[config.mk]
export PLATFORM = sky130hd
export DESIGN_NAME = leaf_out_sched
export DESIGN_NICKNAME = d
export VERILOG_FILES = /design/src/rtl/leaf_sched_pkg.sv /design/src/rtl/leaf_out_sched_rr_arbiter.sv /design/src/rtl/leaf_out_sched.sv
export SDC_FILE = /design/constraint.sdc
export NUM_CORES = 1
export LEC_CHECK = 0
export CAP_MARGIN = 15
export CORE_MARGIN = 1.5
export CORE_UTILIZATION = 45
export CTS_BUF_LIST = sky130_fd_sc_hd__clkbuf_8
export CTS_CLUSTER_SIZE = 30
export DETAILED_ROUTE_END_ITERATION = 6
export HOLD_SLACK_MARGIN = 0.06
export MAX_ROUTING_LAYER = met4
export PLACE_DENSITY = 0.75
export SYNTH_ARGS = -nofsm -noshare
export SYNTH_HDL_FRONTEND = slang
export SYNTH_SLANG_ARGS = --single-unit
export TNS_END_PERCENT = 10
[constraint.sdc]
create_clock -name clk -period 5.65 [get_ports clk]
set_input_delay 1.13 -clock clk [delete_from_list [all_inputs] [get_ports clk]]
set_output_delay 1.13 -clock clk [all_outputs]
set_load 0.01 [all_outputs]
[src/rtl/leaf_sched_pkg.sv]
// leaf_sched_pkg: BFT packet field layout and scheduler state encoding shared by leaf_out_sched
package leaf_sched_pkg;
  localparam int VALID_BIT = 48;
  localparam int LEAF_LSB = 43;
  localparam int PORT_LSB = 39;
  localparam int SEQ_LSB = 32;
  localparam int SEQ_BITS = 7;
  typedef enum logic [1:0] {IDLE, RUN, PAUSE} state_t;
endpackage

[src/rtl/leaf_out_sched_rr_arbiter.sv]
// rr_arbiter: N-way rotating-priority arbiter, one-hot grant searching upward from the bit after the previous grant
// Ports: req (request vector), last (previous one-hot grant), gnt (one-hot grant, 0 when no request)
module rr_arbiter #(
  parameter int N = 4
) (
  input  logic [N-1:0] req,
  input  logic [N-1:0] last,
  output logic [N-1:0] gnt
);
  logic [N-1:0] above;
  logic [N-1:0] hi;
  // bits strictly above the previous grant win first; otherwise wrap to the lowest request
  assign above = ~((last << 1) - N'(1));
  assign hi = req & above;
  assign gnt = |hi ? hi & -hi : req & -req;
endmodule

[src/rtl/leaf_out_sched.sv]
// leaf_out_sched: round-robin, credit-flow-controlled scheduler of user output streams onto one BFT output link
// Ports: din_user/vld_user/ack_user user streams; cfg_* per-port destination writes; credit_* credit returns;
//        resend pause mask; bft_ready/pkt_out registered BFT packet; stat_sel/stat_cnt per-port sent-word readout.
// Build option: define LEAF_OUT_SCHED_STATS_EN for per-port sent-word counters; otherwise stat_cnt is 0.
module leaf_out_sched
  import leaf_sched_pkg::*;
#(
  parameter int PACKET_BITS   = 49,
  parameter int PAYLOAD_BITS  = 32,
  parameter int NUM_LEAF_BITS = 5,
  parameter int NUM_PORT_BITS = 4,
  parameter int NUM_OUT_PORTS = 4,
  parameter int CREDIT_BITS   = 8,
  parameter int INIT_CREDIT   = 128
) (
  input  logic                                    clk,
  input  logic                                    reset,
  input  logic [NUM_OUT_PORTS*PAYLOAD_BITS-1:0]   din_user,
  input  logic [NUM_OUT_PORTS-1:0]                vld_user,
  output logic [NUM_OUT_PORTS-1:0]                ack_user,
  input  logic                                    cfg_we,
  input  logic [2:0]                              cfg_port,
  input  logic [NUM_LEAF_BITS+NUM_PORT_BITS-1:0]  cfg_dest,
  input  logic                                    credit_vld,
  input  logic [2:0]                              credit_port,
  input  logic [CREDIT_BITS-1:0]                  credit_inc,
  input  logic                                    resend,
  input  logic                                    bft_ready,
  output logic [PACKET_BITS-1:0]                  pkt_out,
  input  logic [2:0]                              stat_sel,
  output logic [31:0]                             stat_cnt
);
  localparam int N = NUM_OUT_PORTS;
  localparam int DEST_BITS = NUM_LEAF_BITS + NUM_PORT_BITS;
  localparam logic [CREDIT_BITS:0] CMAX = {1'b0, {CREDIT_BITS{1'b1}}};
  state_t state_q, state_d;
  logic [PACKET_BITS-1:0] pkt_q, pkt_d;
  logic [N-1:0] last_q, last_d, cfgd_q, cfgd_d, req, gnt;
  logic [DEST_BITS-1:0] dest_q [N];
  logic [DEST_BITS-1:0] dest_d [N];
  logic [CREDIT_BITS-1:0] credit_q [N];
  logic [CREDIT_BITS-1:0] credit_d [N];
  logic [SEQ_BITS-1:0] seq_q [N];
  logic [SEQ_BITS-1:0] seq_d [N];
  logic [CREDIT_BITS:0] sum;
  logic hold, load;
  // paused (or pausing this cycle): output masked, register frozen, no grants
  assign hold = resend || state_q == PAUSE;
  assign load = !hold && (!pkt_q[VALID_BIT] || bft_ready);
  assign pkt_out = hold ? '0 : pkt_q;
  assign ack_user = load ? gnt : '0;
  always_comb begin
    for (int i = 0; i < N; i++)
      req[i] = vld_user[i] && cfgd_q[i] && credit_q[i] != '0 && state_q == RUN;
  end
  rr_arbiter #(.N(N)) u_arb (
    .req  (req),
    .last (last_q),
    .gnt  (gnt)
  );
  always_comb begin
    state_d = state_q == IDLE ? (|cfgd_q ? RUN : IDLE) : (resend ? PAUSE : RUN);
    pkt_d = load ? '0 : pkt_q;
    last_d = |ack_user ? ack_user : last_q;
    cfgd_d = cfgd_q;
    sum = '0;
    for (int i = 0; i < N; i++) begin
      // returned credit and grant decrement combine before saturation
      sum = {1'b0, credit_q[i]} + ((credit_vld && credit_port == 3'(i)) ? {1'b0, credit_inc} : '0)
          - {{CREDIT_BITS{1'b0}}, ack_user[i]};
      if (ack_user[i]) pkt_d = {1'b1, dest_q[i], seq_q[i], din_user[i*PAYLOAD_BITS +: PAYLOAD_BITS]};
      dest_d[i] = dest_q[i];
      credit_d[i] = sum > CMAX ? CMAX[CREDIT_BITS-1:0] : sum[CREDIT_BITS-1:0];
      seq_d[i] = seq_q[i] + SEQ_BITS'(ack_user[i]);
      // a concurrent grant already used the old dest; config wins for credit and seq
      if (cfg_we && cfg_port == 3'(i)) begin
        dest_d[i] = cfg_dest;
        cfgd_d[i] = 1'b1;
        credit_d[i] = CREDIT_BITS'(INIT_CREDIT);
        seq_d[i] = '0;
      end
    end
  end
  always_ff @(posedge clk or negedge reset) begin
    if (!reset) begin
      state_q <= IDLE;
      pkt_q <= '0;
      last_q <= N'(1) << (N - 1);
      cfgd_q <= '0;
      for (int i = 0; i < N; i++) begin
        dest_q[i] <= '0;
        credit_q[i] <= CREDIT_BITS'(INIT_CREDIT);
        seq_q[i] <= '0;
      end
    end else begin
      state_q <= state_d;
      pkt_q <= pkt_d;
      last_q <= last_d;
      cfgd_q <= cfgd_d;
      dest_q <= dest_d;
      credit_q <= credit_d;
      seq_q <= seq_d;
    end
  end
`ifdef LEAF_OUT_SCHED_STATS_EN
  logic [31:0] cnt_q [N];
  logic [31:0] cnt_d [N];
  logic [31:0] stat_q, stat_d;
  always_comb begin
    stat_d = '0;
    for (int i = 0; i < N; i++) begin
      cnt_d[i] = cnt_q[i] + 32'(ack_user[i]);
      if (stat_sel == 3'(i)) stat_d = cnt_q[i];
    end
  end
  always_ff @(posedge clk or negedge reset) begin
    if (!reset) begin
      stat_q <= '0;
      for (int i = 0; i < N; i++) cnt_q[i] <= '0;
    end else begin
      stat_q <= stat_d;
      cnt_q <= cnt_d;
    end
  end
  assign stat_cnt = stat_q;
`else
  logic stat_unused;
  assign stat_unused = ^stat_sel;
  assign stat_cnt = '0;
`endif
endmodule

== Word-level counts from Yosys, hierarchy flattened ==
Index checks and enable logic that the tools add are counted.

* Add/sub/neg operators: 15
* Multiply operators: 0
* Div/mod/pow operators: 0
* $lt $le $gt $ge: 4
* Eq/ne operators: 8
* Shift-type cells: 0
* Muxes and demuxes: 27
* Bitwise logic cells: 4
* Reductions and logical operators: 36

{| class="wikitable"
|+ Operators by type and width
! operator !! count
|-
| $mux 49 || 6
|-
| $mux 8 || 12
|-
| $add 8x8->9 || 4
|-
| $gt 9x8->1 const B || 4
|-
| $sub 9x1->9 || 4
|-
| $reduce_bool 8->1 || 4
|-
| $add 7x1->7 || 4
|-
| $mux 7 || 4
|-
| $logic_and 1x1->1 || 21
|-
| $and 4x4->4 || 3
|-
| $eq 3x2->1 const B || 4
|-
| $reduce_or 4->1 || 3
|-
| $mux 4 || 2
|-
| $neg 4->4 || 2
|-
| $eq 3x1->1 const B || 2
|-
| $logic_not 3->1 || 2
|-
| $reduce_bool 5->1 || 1
|-
| $mux 2 || 2
|-
| $not 4->4 || 1
|-
| $sub 4x1->4 const B || 1
|-
| $eq 2x1->1 const B || 1
|-
| $eq 2x2->1 const B || 1
|-
| $logic_not 1->1 || 2
|-
| $logic_not 2->1 || 1
|-
| other kinds (2) || 3
|}

* Bits in registers: 154
* Latch bits: 0
* RAM bits: 0
* Bits in read-only memories: 0
* Logic and storage cells: 113
* Memories kept: 0

== Depth between registers and ports, before layout ==
Gate-level depths: netlist of the first run.

* Depth after elaboration: 12
* Gate-level depth with buffers: 19

== Hierarchy ==
Synthesis of the first run repeated with hierarchy kept, for this count alone.

* Cells, all modules: 1184
* Area total of the unflattened synthesis: 10341.2 um^2

{| class="wikitable"
|+ By module, submodules not included
! module !! times used !! cells an instance !! area each (um^2) !! seq. area each (um^2)
|-
| leaf_out_sched || 1 || 1170 || 10238.6 || 3885.0
|-
| rr_arbiter || 1 || 14 || 102.6 || 0.0
|}

== Least setup slack after synthesis of the first run ==
No wires, ideal clock.

* Path type: input -> register
* Start: input port resend
* End: register credit_q[13] (netlist name)
* Setup time: 0.137 ns
* Data arrival time: 4.752 ns
* Required time: 5.513 ns
* Slack: 0.762 ns
* Cell stages on the path: 16
* Path buffers: 1
* Path through: a21oi_1 o21ai_1 a21o_1 nor3_1 buf_2 ha_1 inv_1 ha_1 fa_1 a21o_1 a21oi_1 nor2b_1 o21a_1 o41ai_1 xor2_1 a21oi_1

{| class="wikitable"
|+ RTL lines
! item !! RTL line !! text
|-
| from (decl) || leaf_out_sched.sv:27 || <nowiki>input logic resend,</nowiki>
|-
| to (signal, indexed assignment) || leaf_out_sched.sv:92 || <nowiki>credit_q[i] <= CREDIT_BITS'(INIT_CREDIT);</nowiki>
|-
| to (signal assigned) || leaf_out_sched.sv:101 || <nowiki>credit_q <= credit_d;</nowiki>
|-
| to (decl) || leaf_out_sched.sv:41 || <nowiki>logic [CREDIT_BITS-1:0] credit_q [N];</nowiki>
|}

== Final worst setup path of the first run ==
* Start: input port resend
* End: output port ack_user[2]

* Longest elaborated chain between the ends: 4

{| class="wikitable"
|+ RTL lines
! item !! RTL line !! text
|-
| $logic_or 1x1->1 || leaf_out_sched.sv:48 || <nowiki>assign hold = resend || state_q == PAUSE;</nowiki>
|-
| $logic_not 1->1 || leaf_out_sched.sv:49 || <nowiki>assign load = !hold && (!pkt_q[VALID_BIT] || bft_ready);</nowiki>
|-
| $logic_and 1x1->1 || leaf_out_sched.sv:49 ||
|-
| $mux 4 || leaf_out_sched.sv:51 || <nowiki>assign ack_user = load ? gnt : '0;</nowiki>
|-
| to (decl) || leaf_out_sched.sv:20 || <nowiki>output logic [NUM_OUT_PORTS-1:0] ack_user,</nowiki>
|}

No other way between the ends.

==> reports/qor.csv, run 1 <==
metric;value;unit
compound-gate portion of the synthesized area;0.152;
Async SR Flop Fraction;1.00;
fmax;208;MHz
final worst path period share;0.852;
first-pass GRT wire length;39400;um
Die Y;146;um
sequential fraction of the synthesis area;0.419;
Hold Crit Class;register to register;
Crit Reg-Reg Startpoint;credit_q[4];
worst path arrival time;3680;ps
critical path class;input pin to output pin;
EDFF count, synth;0;
most frequent cell on the critical path;clkdlybuf4s50_1;
post-layout minimum cycle time;4810;ps
CP max-delay cell;clkdlybuf4s50_1;
Routed Antenna Nets;0;
initial DRC count;490;
Final Hold Viols;0;
post-synthesis simple-gate area fraction;0.156;
Final Power;4.76;mW
share of layout cells above drive strength 1;0.0805;
Max FO, Critical Path;54;
Synth Area in Adders;0.105;
internal power;2.89;mW
Max VDD drop;0.186;mV
# hold bufs at CTS;0;
root buffer cell;clkbuf_8;
CP top delay family;buffers and inverters;
Post-Synth XOR/XNOR Area;0.0484;
clock power share;0.175;
total CTS buffers;17;
Hold EP;dest_q[5];
fill count;1728;
sw frac;0.393;
worst relative slew slack;0.389;
status;completed;
Routed WL;24500;um
ant diodes;0;
post-route setup slack;835;ps
CP Capture Type;output pin;
CP required;4520;ps
largest net degree at the start of global routing;119;
Reg area;3860;um2
Power Dens Cells;397;nW/um2
Final Skew;18.3;ps
hpwl dp;17600;um
commonest non-fill, non-tap cell in the layout;clkdlybuf4s50_1;
Setup violations, final;0;
final net count;1406;
H-tree Lvls;4;
Post-Syn Instances;962;
reg2reg path depth;16;
post-CTS sizing;0;
initial core utilization;0.457;
count of different cell masters after synthesis;53;
Max Cap Viol;0;
final slew viol count;0;
# DRC;0;
setup TNS;0;ps
vias in the first global route;7862;
drt via density;5.32;
Combinational Power Share;0.485;
IO Count;249;
routability cong.;0.857;
Hold Crit Depth;2;
Clock transition at path regs;100;ps
Leakage;5.70;nW
Reg2Reg Capture Point;credit_q[13];
row cnt;52;
largest family of logic cells by synthesized area;simple AND/OR/NAND/NOR gates;
syn avg cell area;9.58;um2
CTS Sinks;154;
DR pass1 iterations;7;
routed length per instance;16.9;um
DR vias;7711;
Synth Flop Type;dfrtp_1;
sequential share of power;0.340;
post-synthesis mux area share;0.0351;
global route total overflow;0;
CP peak stage delay;660;ps
GRT Util Overall;0.236;
Core ar.;20200;um2
Place WS;365;ps
Worst Setup Start Kind;input pin;
Die Area;21400;um2
CTS tree;built;
net switching power;1.87;mW
synthesis-to-finish area growth;30.1;%
#FFs+latches synth;154;
initial antenna violation count;0;
Post-CTS Setup Bufs;0;
Hold Crit Start;dest_q[5];
crit path cell chain;clkdlybuf4s50_1 -> a21oi_4 -> o21ai_4 -> a21o_1 -> nor3_2 -> buf_4 -> clkdlybuf4s50_1;
most frequent cells in the layout;212 x clkdlybuf4s50_1, 150 x dfrtp_1, 115 x nand2_1;
Synth Warn #;0;
area of the multi-input gates;4750;um2
unrepaired setup endpoints after global routing;false;
worst path bufs/invs;3;
latest clock arrival within the worst-skew pair;460;ps
Port Buf Inserts;213;
worst reg-to-reg setup slack;1230;ps
clk buf depth;2;
Die X;146;um
worst slew pin tran;916;ps
synthesized area;9220;um2
## metal layers
| layer | GRT usage | up-vias | part of all wire |
|---|---|---|---|
| met4 | 0.0697 | 0 | 0.018 |
| li1 | - | 3698 | - |
| met2 | 0.412 | 226 | 0.50 |
| met3 | 0.0344 | 34 | 0.054 |
| met5 | - | - | 0 |
| met1 | 0.283 | 3753 | 0.42 |
## flip-flops by register name, summed over array words and instances (netlist names)
signal / cells
seq_q: 28
pkt_q: 49
dest_q: 36
last_q: 3
state_q: 2
cfgd_q: 4
credit_q: 32
## Yosys cell counts (all sizes together) (2+ instances only)
| library cell | number | area (um2) |
|---|---|---|
| dfrtp | 150 | 3750 |
| a21o | 10 | 75.1 |
| nor2 | 37 | 139 |
| fa | 4 | 80.1 |
| a21oi | 49 | 245 |
| xnor2 | 18 | 158 |
| nand2b | 4 | 25.0 |
| or3 | 7 | 43.8 |
| nor2b | 20 | 125 |
| and3 | 8 | 50.1 |
| nor3 | 6 | 30.0 |
| mux2i | 2 | 20.0 |
| nor3b | 5 | 42.5 |
| a222oi | 47 | 470 |
| o41ai | 3 | 26.3 |
| and2 | 52 | 325 |
| dfstp | 4 | 105 |
| or2 | 6 | 37.5 |
| o21a | 5 | 37.5 |
| nand3b | 4 | 30.0 |
| nand3 | 17 | 85.1 |
| a211oi | 3 | 35.0 |
| xor2 | 33 | 289 |
| o211ai | 4 | 30.0 |
| inv | 101 | 379 |
| a2111oi | 2 | 18.8 |
| nand2 | 115 | 432 |
| clkbuf | 37 | 139 |
| o21bai | 2 | 15.0 |
| ha | 71 | 888 |
| a22oi | 47 | 353 |
| buf | 36 | 259 |
| or4 | 2 | 15.0 |
| mux2 | 27 | 304 |
| o21ai | 6 | 30.0 |
| nor4 | 7 | 43.8 |
## worst max-delay path by stage
stage,endpoint,start,depth (start not counted)
final,ack_user[2],resend,7
after global placement,credit_q[9],vld_user[1],17
after CTS,ack_user[2],resend,7
after detailed placement,credit_q[11],vld_user[1],17
after global routing,credit_q[13],vld_user[1],17
after floorplan,credit_q[13],resend,16
## worst min-delay path, cell delays in order, from the launching register on
cell     delay, ps
dfrtp_1        350
nand2_1         50
nand2_1         50
## logic make-up (layout without fill, tap and decap cells)
logic type	count (synthesis)	in the layout
flops	154	154
compound gates	186	186
simple gates	292	292
other cells	1	32
mux	29	29
buf+inv	174	361
fa+ha+maj	75	75
xor+xnor	51	51
## power by group through the flow
stage / combinational (mW) / clock [mW] / sequential (mW)
after global placement: 2.22 / 0 / 1.62
after global routing: 2.61 / 0.898 / 1.66
after CTS: 2.32 / 0.857 / 1.62
after detailed placement: 2.30 / 0 / 1.64
final: 2.31 / 0.834 / 1.62
after floorplan: 1.70 / 0 / 1.58
## through the flow
step / hold WS (ps) / instance area [um2] / std cells / util
after global placement: 458 / 11600 / 1417 / 0.573
after detailed placement: 463 / 11600 / 1417 / 0.573
after global routing: 510 / 12000 / 1450 / 0.595
after floorplan: 447 / 9340 / 993 / -
after CTS: 487 / 12000 / 1449 / 0.593
final: 484 / 12000 / 1450 / 0.595
## area by class of cell
class                      count  share of cell area
timing repair buffer         228               0.189
clock buffer                  17              0.0195
clock inverter                15              0.0142
multi-input combinational    665               0.396
sequential                   154               0.322
inverter                     101              0.0316
tap                          270              0.0282
No activity file was read; power rests on OpenSTA's default activity.
==> inputs of run 2 (changes only) <==
==> constraint.sdc (replaced) <==
create_clock -name clk -period 4.5 [get_ports clk]
set_input_delay 0.9 -clock clk [delete_from_list [all_inputs] [get_ports clk]]
set_output_delay 0.9 -clock clk [all_outputs]
set_load 0.01 [all_outputs]
==> run 2 against run 1 <==
Compared with the run above:
- core utilization up 0.71 points
- via count up 0.99%
- register-to-register slack worse by 720 ps
- sequential share of layout area down 0.38 points
- routed wire length about the same
- critical path depth unchanged
- clock-buffer cell count unchanged
- setup slack worse by 630 ps
- hold slack better by 8.1 ps
- clock power up 28%
- combinational power up 32%
- highest routed layer unchanged
==> reports/qor.csv, run 2 (same netlist as run 1, synthesis figures left out) <==
metric;value;unit
worst relative slew slack;0.367;
setup TNS;0;ps
area of the multi-input gates;4760;um2
Final Hold Viols;0;
status;completed;
share of layout cells above drive strength 1;0.0936;
Power Dens Cells;507;nW/um2
routed length per instance;16.7;um
most frequent cells in the layout;212 x clkdlybuf4s50_1, 150 x dfrtp_1, 115 x nand2_1;
Hold Crit Depth;2;
sw frac;0.387;
Hold Crit Class;register to register;
initial DRC count;479;
Finished Layout Cells;1466;
vias in the first global route;7954;
worst path arrival time;3400;ps
CP peak stage delay;660;ps
largest net degree at the start of global routing;98;
H-tree Lvls;4;
Post-CTS Setup Bufs;0;
routability cong.;0.841;
DP Cell Count;1434;
clock power share;0.174;
worst path bufs/invs;3;
CP Capture Type;output pin;
net switching power;2.38;mW
synthesis-to-finish area growth;31.7;%
IO Count;249;
CP top delay family;buffers and inverters;
worst slew pin tran;949;ps
CTS tree;built;
Die X;146;um
placed cell area;11700;um2
initial antenna violation count;0;
fmax;233;MHz
total CTS buffers;17;
Die Y;146;um
GRT Util Overall;0.239;
critical path class;register to output pin;
sequential share of power;0.330;
Leakage;5.78;nW
first-pass GRT wire length;39700;um
Routed WL;24500;um
Clock transition at path regs;110;ps
most frequent cell on the critical path;buf_4;
commonest non-fill, non-tap cell in the layout;clkdlybuf4s50_1;
Routed Antenna Nets;0;
crit path cell chain;nor4_1 -> a2111oi_1 -> buf_4 -> a21o_1 -> nor3_4 -> buf_4 -> clkdlybuf4s50_1;
Max Cap Viol;0;
Combinational Power Share;0.497;
Place WS;-251;ps
Final Power;6.16;mW
CTS Sinks;154;
reg2reg path depth;19;
DR vias;7787;
final net count;1422;
Largest register FFs;49;
Reg with most FFs;pkt_q;
critical path depth;7;
final slew viol count;0;
initial core utilization;0.457;
Final Skew;20.9;ps
row cnt;52;
drt via density;5.31;
internal power;3.78;mW
biggest regs;pkt_q x49, dest_q x36, credit_q x32;
Reg area;3860;um2
root buffer cell;clkbuf_8;
CP max-delay cell;clkdlybuf4s50_1;
post-route setup slack;201;ps
latest clock arrival within the worst-skew pair;460;ps
post-layout minimum cycle time;4300;ps
CP required;3600;ps
DR pass1 iterations;7;
Setup violations, final;0;
Die Area;21400;um2
global route total overflow;0;
Max VDD drop;0.335;mV
ant diodes;0;
Core ar.;20200;um2
Worst Setup Start Kind;register;
clk buf depth;2;
fill count;1698;
Non-Filler Cell Area, Final;12100;um2
Port Buf Inserts;213;
# DRC;0;
hpwl dp;17500;um
final worst path period share;0.955;
Max FO, Critical Path;54;
-- run 2: worst register-to-register path, delay by kind of cell, from the launching register on --
family / cells / cell delay [ps]
fa+ha+maj: 3 / 890
xor+xnor: 1 / 180
simple gates: 5 / 390
compound gates: 6 / 1310
buf+inv: 4 / 540
flops: 1 / 550
-- run 2: cell type report --
class / instances / area share
Tap cell: 270 / 0.0278
Sequential cell: 154 / 0.318
Inverter: 101 / 0.0312
Multi-Input combinational cell: 665 / 0.392
Clock inverter: 15 / 0.0162
Clock buffer: 17 / 0.0193
Timing Repair Buffer: 244 / 0.195
-- run 2: worst paths after layout --
kind / start / endpoint / slack (ps)
worst max-delay path: credit_q[19] / ack_user[2] / 200
worst min-delay path: dest_q[7] / dest_q[7] / 490
worst max register to register: credit_q[23] / credit_q[10] / 510
worst min register to register: dest_q[7] / dest_q[7] / 490
max in group asynchronous: reset / credit_q[15] / 2980
min in group asynchronous: reset / pkt_q[41] / 530
-- run 2: what timing repair did --
action | in CTS | in global routing
setup endpoints to repair | 0 | 16
hold endpoints to repair | 0 | 0
resized for setup | 0 | 4
hold buffers | 0 | 0
-- run 2: layer usage --
layer | track usage | vias up | share of wire
li1 | - | 3733 | -
met1 | 0.288 | 3779 | 0.43
met2 | 0.411 | 237 | 0.49
met3 | 0.0425 | 38 | 0.058
met4 | 0.0697 | 0 | 0.021
met5 | - | - | 0
-- run 2: power groups by stage --
stage | Combinational, mW | Clock (mW) | Sequential, mW
floorplan | 2.14 | 0 | 1.98
global placement | 2.95 | 0 | 2.04
detailed placement | 3.04 | 0 | 2.06
CTS | 3.07 | 1.10 | 2.03
global route | 3.46 | 1.16 | 2.08
finish | 3.06 | 1.07 | 2.03
-- run 2: per-stage QoR --
step | utilization | hold WS, ps
after floorplan | - | 447
after global placement | 0.580 | 458
after detailed placement | 0.580 | 464
after CTS | 0.601 | 489
after global routing | 0.602 | 513
final | 0.602 | 492
